$ cat src/rtl/snow_pkg.sv
// ============================================================================
// snow_pkg -- shared SNOW FSM types, defaults and GF(2^8) helpers | rev 1.0
// ============================================================================
`default_nettype none

package snow_pkg;

  typedef enum logic [1:0] {
    ST_IDLE = 2'd0,
    ST_INIT = 2'd1,
    ST_RUN  = 2'd2
  } state_t;

  localparam int c_w_default          = 32;
  localparam int c_init_words_default = 32;
  localparam int c_init_words_max     = 255;
  localparam int c_num_r_snow2        = 2;
  localparam int c_num_r_snow3g       = 3;

  // Multiply by x; c is the low byte of the field polynomial.
  function automatic logic [7:0] gf_mulx(input logic [7:0] v, input logic [7:0] c);
    return {v[6:0], 1'b0} ^ (v[7] ? c : 8'h00);
  endfunction

  function automatic logic [7:0] gf_mul(input logic [7:0] a, input logic [7:0] b,
                                        input logic [7:0] c);
    logic [7:0] acc;
    logic [7:0] t;
    acc = 8'h00;
    t   = a;
    for (int i = 0; i < 8; i++) begin
      if (b[i]) acc = acc ^ t;
      t = gf_mulx(t, c);
    end
    return acc;
  endfunction

  // Column mix shared by S1 and S2; byte 0 is the most significant byte.
  function automatic logic [31:0] mix_col(input logic [31:0] s, input logic [7:0] c);
    logic [7:0] s0, s1, s2, s3, r0, r1, r2, r3;
    {s0, s1, s2, s3} = s;
    r0 = gf_mulx(s0, c) ^ s1 ^ s2 ^ gf_mulx(s3, c) ^ s3;
    r1 = gf_mulx(s0, c) ^ s0 ^ gf_mulx(s1, c) ^ s2 ^ s3;
    r2 = s0 ^ gf_mulx(s1, c) ^ s1 ^ gf_mulx(s2, c) ^ s3;
    r3 = s0 ^ s1 ^ gf_mulx(s2, c) ^ s2 ^ gf_mulx(s3, c);
    return {r0, r1, r2, r3};
  endfunction

endpackage

`default_nettype wire

$ cat src/rtl/S_Box.sv
// ============================================================================
// S_Box -- SNOW S1: AES byte substitution followed by the AES column mix | rev 1.0
// ============================================================================
`default_nettype none

module S_Box
  import snow_pkg::*;
(
  input  logic [31:0] i_w,
  output logic [31:0] o_r
);

  // Inverse as x^254 by square-and-multiply, then the AES affine map.
  function automatic logic [7:0] aes_sr(input logic [7:0] x);
    logic [7:0] inv;
    logic [7:0] t;
    inv = 8'h01;
    t   = x;
    for (int i = 0; i < 7; i++) begin
      t   = gf_mul(t, t, 8'h1B);
      inv = gf_mul(inv, t, 8'h1B);
    end
    return inv ^ {inv[6:0], inv[7]} ^ {inv[5:0], inv[7:6]} ^
           {inv[4:0], inv[7:5]} ^ {inv[3:0], inv[7:4]} ^ 8'h63;
  endfunction

  logic [31:0] w_sub;

  for (genvar b = 0; b < 4; b++) begin : g_byte
    assign w_sub[8*b +: 8] = aes_sr(i_w[8*b +: 8]);
  end

  assign o_r = mix_col(w_sub, 8'h1B);

endmodule

`default_nettype wire

$ cat src/rtl/snow_s2_box.sv
// ============================================================================
// snow_s2_box -- SNOW 3G S2: Dickson SQ substitution and column mix over 0x169 | rev 1.0
// ============================================================================
`default_nettype none

module snow_s2_box
  import snow_pkg::*;
(
  input  logic [31:0] i_w,
  output logic [31:0] o_r
);

  function automatic logic [7:0] sq(input logic [7:0] x);
    logic [7:0] x2, x4, x8, x9, x13, x15, x16, x32, x33, x41, x45, x47, x49;
    x2  = gf_mul(x,   x,   8'h69);
    x4  = gf_mul(x2,  x2,  8'h69);
    x8  = gf_mul(x4,  x4,  8'h69);
    x9  = gf_mul(x8,  x,   8'h69);
    x13 = gf_mul(x9,  x4,  8'h69);
    x15 = gf_mul(x13, x2,  8'h69);
    x16 = gf_mul(x8,  x8,  8'h69);
    x32 = gf_mul(x16, x16, 8'h69);
    x33 = gf_mul(x32, x,   8'h69);
    x41 = gf_mul(x33, x8,  8'h69);
    x45 = gf_mul(x41, x4,  8'h69);
    x47 = gf_mul(x45, x2,  8'h69);
    x49 = gf_mul(x47, x2,  8'h69);
    return x ^ x9 ^ x13 ^ x15 ^ x33 ^ x41 ^ x45 ^ x47 ^ x49 ^ 8'h25;
  endfunction

  logic [31:0] w_sub;

  for (genvar b = 0; b < 4; b++) begin : g_byte
    assign w_sub[8*b +: 8] = sq(i_w[8*b +: 8]);
  end

  assign o_r = mix_col(w_sub, 8'h69);

endmodule

`default_nettype wire

$ cat src/rtl/snow_fsm_core.sv
// ============================================================================
// snow_fsm_core -- SNOW 2.0 / SNOW 3G FSM with valid/ready handshake | rev 1.0
// ============================================================================
`default_nettype none

module snow_fsm_core
  import snow_pkg::*;
#(
  parameter int NUM_R      = c_num_r_snow2,
  parameter int INIT_WORDS = c_init_words_default,
  parameter int W          = c_w_default
) (
  input  logic         clk,
  input  logic         rst,
  input  logic         start,
  input  logic         in_valid,
  output logic         in_ready,
  input  logic [W-1:0] s15,
  input  logic [W-1:0] s5,
  output logic         out_valid,
  input  logic         out_ready,
  output logic [W-1:0] f_out,
  output logic         f_init,
  output logic         busy
);

  localparam logic [7:0] c_init_last = 8'(INIT_WORDS);

  if (NUM_R != c_num_r_snow2 && NUM_R != c_num_r_snow3g) begin : g_bad_num_r
    $error("snow_fsm_core: NUM_R must be 2 or 3");
  end
  if (W != 32) begin : g_bad_w
    $error("snow_fsm_core: S-box modes require W == 32");
  end
  if (INIT_WORDS < 1 || INIT_WORDS > c_init_words_max) begin : g_bad_init_words
    $error("snow_fsm_core: INIT_WORDS must be in 1..255");
  end

  state_t       r_state;
  state_t       w_state_nxt;
  logic [W-1:0] r_r1;
  logic [W-1:0] r_r2;
  logic [W-1:0] w_r1_nxt;
  logic [W-1:0] w_s1;
  logic [W-1:0] w_f;
  logic [W-1:0] r_f_out;
  logic [7:0]   r_cnt;
  logic [7:0]   w_cnt_inc;
  logic         r_out_valid;
  logic         r_f_init;
  logic         w_xfer;
  logic         w_in_init;

  assign in_ready  = (r_state != ST_IDLE) && (!r_out_valid || out_ready);
  // start wins over a coincident pair so the new session begins from cleared registers.
  assign w_xfer    = in_valid && in_ready && !start;
  assign w_in_init = (r_state == ST_INIT);
  assign w_cnt_inc = r_cnt + 8'd1;
  assign w_f       = (s15 + r_r1) ^ r_r2;

  S_Box u_s1 (
    .i_w(r_r1),
    .o_r(w_s1)
  );

  if (NUM_R == c_num_r_snow3g) begin : g_snow3g
    logic [W-1:0] r_r3;
    logic [W-1:0] w_s2;

    snow_s2_box u_s2 (
      .i_w(r_r2),
      .o_r(w_s2)
    );

    always_ff @(posedge clk or posedge rst) begin
      if (rst) begin
        r_r3 <= '0;
      end else if (start) begin
        r_r3 <= '0;
      end else if (w_xfer) begin
        r_r3 <= w_s2;
      end
    end

    assign w_r1_nxt = r_r2 + (r_r3 ^ s5);
  end else begin : g_snow2
    assign w_r1_nxt = s5 + r_r2;
  end

  always_ff @(posedge clk or posedge rst) begin
    if (rst) begin
      r_state <= ST_IDLE;
    end else begin
      r_state <= w_state_nxt;
    end
  end

  always_comb begin
    w_state_nxt = r_state;
    if (start) begin
      w_state_nxt = ST_INIT;
    end else if (w_in_init && w_xfer && (w_cnt_inc == c_init_last)) begin
      w_state_nxt = ST_RUN;
    end
  end

  always_ff @(posedge clk or posedge rst) begin
    if (rst) begin
      r_r1        <= '0;
      r_r2        <= '0;
      r_cnt       <= 8'd0;
      r_out_valid <= 1'b0;
      r_f_out     <= '0;
      r_f_init    <= 1'b0;
    end else if (start) begin
      r_r1        <= '0;
      r_r2        <= '0;
      r_cnt       <= 8'd0;
      r_out_valid <= 1'b0;
    end else if (w_xfer) begin
      r_r1        <= w_r1_nxt;
      r_r2        <= w_s1;
      r_f_out     <= w_f;
      r_f_init    <= w_in_init;
      r_out_valid <= 1'b1;
      if (w_in_init) begin
        r_cnt <= w_cnt_inc;
      end
    end else if (out_ready) begin
      r_out_valid <= 1'b0;
    end
  end

  assign out_valid = r_out_valid;
  assign f_out     = r_f_out;
  assign f_init    = r_f_init;
  assign busy      = (r_state != ST_IDLE);

endmodule

`default_nettype wire
$ cat config.mk
export PLATFORM = sky130hd
export DESIGN_NAME = snow_fsm_core
export DESIGN_NICKNAME = d
export VERILOG_FILES = /design/src/rtl/snow_pkg.sv /design/src/rtl/S_Box.sv /design/src/rtl/snow_s2_box.sv /design/src/rtl/snow_fsm_core.sv
export SDC_FILE = /design/constraint.sdc
export NUM_CORES = 2
export LEC_CHECK = 0
export CAP_MARGIN = 20
export CORE_MARGIN = 2
export CORE_UTILIZATION = 55
export CTS_CLUSTER_SIZE = 24
export DETAILED_ROUTE_END_ITERATION = 8
export PLACE_DENSITY = 0.79
export REMOVE_ABC_BUFFERS = 1
export SYNTH_ARGS = -nofsm -noshare
export SYNTH_HDL_FRONTEND = slang
export SYNTH_SLANG_ARGS = --single-unit
export TNS_END_PERCENT = 50
$ cat constraint.sdc
create_clock -name clk -period 43 [get_ports clk]
set_clock_uncertainty 0.15 [all_clocks]
set_input_delay 8.6 -clock clk [delete_from_list [all_inputs] [get_ports clk]]
set_output_delay 8.6 -clock clk [all_outputs]
set_load 0.05 [all_outputs]
After elaboration in Yosys (flattened, before gate mapping):

Cells that the tools add are included.

* output and inout bits: 36
* input port bits: 69
* bits in registers: 108
* logic and storage cells: 1653

* bitwise logic cells: 798
* mux-type cells: 828
* add/subtract/negate cells: 3
* equal/unequal tests: 2
* reduce and logical (&&, ||, !) cells: 15

Operators with widths (number)
* $xor 8x8->8: 764
* $mux 8: 423
* $mux 5: 372
* $mux 32: 4
* $add 32x32->32: 2
* $xor 32x32->32: 1
* $mux 7: 4
* $not 1->1 const A: 28
* $mux 6: 4
* $mux 4: 4
* $not 4->4: 4
* $mux 2: 6
* $mux 3: 4
* $add 8x1->8 const B: 1
* $eq 8x6->1 const B: 1
* $reduce_bool 2->1: 4
* $mux 1: 7
* $logic_and 1x1->1: 5
* $reduce_and 2->1: 2
* $reduce_bool 3->1: 1
* $eq 2x1->1 const B: 1
* $logic_not 1->1: 2
* $logic_or 1x1->1: 1
* $not 1->1: 1

Logic depth before layout (Yosys ltp):

* word-level depth: 139
* gate-level depth with buffers: 67
* gate-level depth less buffers: 57

Cells and area by module:

A second synthesis with hierarchy kept.

* cells, all modules: 8621
* area, all modules: 65510.3 um^2

By module, submodules not included
* S_Box: area each 57596.5 um^2, sequential area each 0.0 um^2, cells each 7658, times used 1
* snow_fsm_core: area each 7913.8 um^2, sequential area each 2702.6 um^2, cells each 963, times used 1

Worst setup path after synthesis:

Ideal clock, no wire load.

* path kind: input-to-output
* start point: in out_ready
* end point: out in_ready
* data arrival time: 9.156 ns
* stages: 2
* required time: 34.250 ns
* buffers on the path: 0
* setup slack: 25.094 ns
* path through: nand2b_1 -> and2_1

* longest elaborated chain between the ends: 2

Ends and longest elaborated chain
* start: declaration: RTL line snow_fsm_core.sv:21 `input logic out_ready,`
* $logic_or 1x1->1: RTL line snow_fsm_core.sv:54 `assign in_ready = (r_state != ST_IDLE) && (!r_out_valid || out_ready);`
* $logic_and 1x1->1: RTL line snow_fsm_core.sv:54
* end: declaration: RTL line snow_fsm_core.sv:17 `output logic in_ready,`

No other way between the ends.

Worst setup path after layout:

* start point: reg r_r1[31]
* end point: reg r_r2[18]

* longest elaborated chain between the ends: 136
* elaborated cells between the ends (all ways): 393
* classes of those cells: mux (201); bitwise (192)

Ends and longest elaborated chain
* start: declaration: RTL line snow_fsm_core.sv:41 `logic [W-1:0] r_r1;`
* start signal: assignment: RTL line snow_fsm_core.sv:121 `r_r1 <= w_r1_nxt;`
* $mux 5 or $mux 8 (tied branches): RTL line snow_pkg.sv:22, snow_pkg.sv:32
* $xor 8x8->8 (on tied branches): RTL line snow_pkg.sv:22, snow_pkg.sv:32
* $xor 8x8->8 or $mux 8 (tied branches): RTL line snow_pkg.sv:32 `if (b[i]) acc = acc ^ t;`
* $mux 8 or $xor 8x8->8 (tied branches): RTL line snow_pkg.sv:32
* $xor 8x8->8 or $mux 8 (tied branches): RTL line snow_pkg.sv:32
* $mux 8 or $xor 8x8->8 (tied branches): RTL line snow_pkg.sv:32
* $xor 8x8->8 or $mux 8 (tied branches): RTL line snow_pkg.sv:32
* $mux 8 or $xor 8x8->8 (tied branches): RTL line snow_pkg.sv:32
* (+115 left out)
* $mux 8 (*): RTL line snow_pkg.sv:32
* $xor 8x8->8 (3 in series): RTL line S_Box.sv:23 `return inv ^ {inv[6:0], inv[7]} ^ {inv[5:0], inv[7:6]} ^`
* $xor 8x8->8 (*): RTL line S_Box.sv:24 `{inv[4:0], inv[7:5]} ^ {inv[3:0], inv[7:4]} ^ 8'h63;`
* $not 4->4 (no source line)
* $xor 8x8->8: RTL line snow_pkg.sv:22 `return {v[6:0], 1'b0} ^ (v[7] ? c : 8'h00);`
* $xor 8x8->8 (*) (4 in series): RTL line snow_pkg.sv:43 `r1 = gf_mulx(s0, c) ^ s0 ^ gf_mulx(s1, c) ^ s2 ^ s3;`
* $mux 32 (*): RTL line snow_fsm_core.sv:120 `end else if (w_xfer) begin`
* $mux 32 (*): RTL line snow_fsm_core.sv:115 `end else if (start) begin`
* end signal: assignment: RTL line snow_fsm_core.sv:122 `r_r2 <= w_s1;`
* end: declaration: RTL line snow_fsm_core.sv:42 `logic [W-1:0] r_r2;`

Mark *: on every way between the ends. The rest lies on a longest branch, timed or not. The select of a mux whose other input is x is not followed.
A chain may end at the register's enable or synchronous reset.

==> results.py <==
metrics = {
    "setup_path": {
        "critical_path_buf_inv_count": 7,
        "slowest_stage": "dfrtp_1",
        "start_kind": "flop",
        "critPathKind": "reg -> reg",
        "worstPathRequired_ps": 43140,
        "crit_top_cell": "xnor2_1",
        "slowest_delay_ps": 840,
        "cp_top_family": "XOR/XNOR gates",
        "crit_arrival_ps": 20180,
        "cp-end-kind": "flop",
        "worstPathMaxFanout": 24,
    },
    "final_layout": {
        "layoutNonFillerInstCount": 9996,
        "fin_nets": 8608,
        "syn_to_final_growth_pct": 4.369,
        "postLayoutCoreUtil_pct": 57.99,
        "nFillCells": 10620,
        "final_common_cell": "xnor2_1",
        "layout-drive-gt1-share_pct": 8.007,
        "final_cell_mix": "1618 x xnor2_1, 1196 x nor2_1, 922 x nand2_1, 589 x a21oi_1, 471 x xor2_1",
    },
    "detailed_routing": {
        "dr.pass1.iters": 8,
        "route.detailed.drc": 0,
        "via_per_inst": 6.234,
        "drt_wl_total_mm": 189.2,
        "ant_nets": 0,
        "wl_per_cell_um": 18.93,
        "drtIter0Drc": 7195,
        "num_vias": 62320,
    },
    "die": {
        "initial_core_util_pct": 55.56,
        "die_w_um": 349.6,
        "dieArea_mm2": 0.1222,
        "rows": 126,
        "io_pins": 105,
        "design.core.area_mm2": 0.1182,
        "die_y_um": 349.6,
    },
    "clocking": {
        "cts-hold-fix-buffers": 0,
        "cts-root-buf": "clkbuf_16",
        "path_clk_slew_ps": 90,
        "cts.sinks": 108,
        "cts_setup_buffers": 0,
        "htree_levels": 3,
        "cts-buffers-inserted": 9,
        "clock_latency_ps": 390,
        "cts_tree": "yes",
        "clockBufferDepth": 2,
        "cts_resized": 0,
    },
    "global_route": {
        "grt_start_max_net_pins": 77,
        "grt_pass1_vias": 58490,
        "gr-total-overflow": 0,
        "antenna_found_initial": 5,
        "grtUsageTotal_pct": 29.81,
        "grt_pass1_wl_mm": 308.2,
    },
    "timing": {
        "setup_violations": 0,
        "tightest_slew_ps": 1113,
        "fin_setup_tns_ps": 0,
        "hold_viol": 0,
        "fin_crit_ps": 20030,
        "period_share_pct": 46.59,
        "fmax_mhz": 49.91,
        "relSlewSlack_pct": 25.26,
        "slew_viol_final": 0,
        "rsz0062_at_grt": "false",
    },
    "placed_design": {
        "hpwl_mm": 138.7,
        "dpl.cell_count": 9968,
        "gp_congestion": 0.9602,
        "port_buffers": 104,
    },
    "status": {
        "status": "finished clean",
    },
    "logic_synthesis": {
        "synthCells": 8647,
        "synth_edf_count": 0,
        "ys.warnings.count": 0,
        "async_flop_share_pct": 100.0,
        "ys_ff_latch": 108,
        "synth-main-ff-cell": "dfrtp_1",
        "synth.cell_area_mm2": 0.06570,
        "ys_seq_area_share_pct": 4.114,
        "avgSynthCellArea_um2": 7.597,
        "synthDistinctLibCells": 130,
    },
    "flow_run": {
        "drv_cap": 0,
    },
    "min_path": {
        "hold_path_class": "reg -> reg",
    },
}
final timing paths:
check                                        from                endpoint  slack (ps)  depth (start not counted)
setup / recovery             r_r1[31]$_DFFE_PP0P_    r_r2[18]$_DFFE_PP0P_       22970                         56
hold / removal             r_state[0]$_DFFE_PP0P_  r_state[0]$_DFFE_PP0P_         360                          1
setup reg to reg             r_r1[31]$_DFFE_PP0P_    r_r2[18]$_DFFE_PP0P_       22970                         56
hold reg to reg            r_state[0]$_DFFE_PP0P_  r_state[0]$_DFFE_PP0P_         360                          1
max in group asynchronous                     rst    r_r1[25]$_DFFE_PP0P_       32860                          3
min in group asynchronous                     rst    r_r1[12]$_DFFE_PP0P_        8470                          2
cell usage after synthesis, drive strengths merged (31+ instances only):
library cell	number	area share, %
a211oi	93	1.1
xnor2	1781	25
and3	48	0.46
o22ai	95	0.91
o31ai	31	0.36
a31oi	69	0.67
a22oi	46	0.55
o21ai	368	2.8
nor3	190	1.5
nor2b	57	0.54
buf	194	1.7
o211ai	79	0.90
or3	45	0.43
ha	87	1.7
a21oi	591	4.5
nand3	199	1.5
o21bai	46	0.53
dfrtp	108	4.1
xor2	517	7.3
xor3	64	2.3
inv	122	0.70
clkbuf	376	2.6
and2	44	0.42
xnor3	373	13
mux2i	221	3.4
a21o	54	0.62
nor2	1203	6.9
mux2	33	0.57
a221oi	33	0.54
nand2b	70	0.67
nand2	924	5.3
layer usage:
layer,share of wire [%],global-route usage (%),vias to the layer above
met1,43,42.27,29500
met5,0.011,0,-
met3,8.9,3.025,379
met4,2.7,9.052,2
li1,-,-,29330
met2,45,47.64,3112
worst register-to-register path, delay by kind of cell (launching register included):
family / cells / cell delay (ps)
muxes: 4 / 1600
AOI/OAI and AO/OA: 5 / 1750
adders and majority gates: 4 / 2060
and+or+nand+nor: 12 / 2150
xor gates and xnor gates: 24 / 8870
DFF: 1 / 840
buffers and inverters: 7 / 2520
sequential cells by signal (all words and copies together), names as in the netlist:
| name | cells |
|---|---|
| f_out | 32 |
| r_r1 | 32 |
| r_r2 | 32 |
| r_cnt | 8 |
| r_state | 2 |
| f_init | 1 |
| out_valid | 1 |
metrics by stage:
stage	area [um2]	worst slack (ps)	hold slack (ps)
3_5_place_dp	68180	23270	341.8
4_1_cts	68500	23170	362.4
5_1_grt	68560	21650	385.5
6_report	68570	22970	362.6
3_3_place_gp	68170	23690	320.6
2_1_floorplan	62870	23240	305.9
cell type report:
class | count | area [um2] | area share [%]
inverters | 131 | 494.2 | 0.7208
clock buffers | 9 | 225.2 | 0.3285
repair buffers | 364 | 2992 | 4.363
flip-flops and latches | 108 | 2703 | 3.942
multi-input cells | 7836 | 60130 | 87.69
clock inverters | 7 | 91.34 | 0.1332
diodes | 5 | 12.51 | 0.01825
well taps | 1536 | 1922 | 2.803
kinds of logic (layout without fill, tap and decap cells):
family                     after synthesis  after routing  share of synthesized area (%)
muxes                                  255            255                          4.040
AOI/OAI and AO/OA                     1818           1818                          17.80
xor gates and xnor gates              2735           2735                          47.83
buffers and inverters                  703            511                          5.051
other                                    0              5                              0
and+or+nand+nor                       2937           2937                          19.42
adders and majority gates               91             91                          1.748
DFF                                    108            108                          4.114
Power is not shown: default switching activity piles up to over one toggle a cycle in this logic, so the estimate is an artifact.
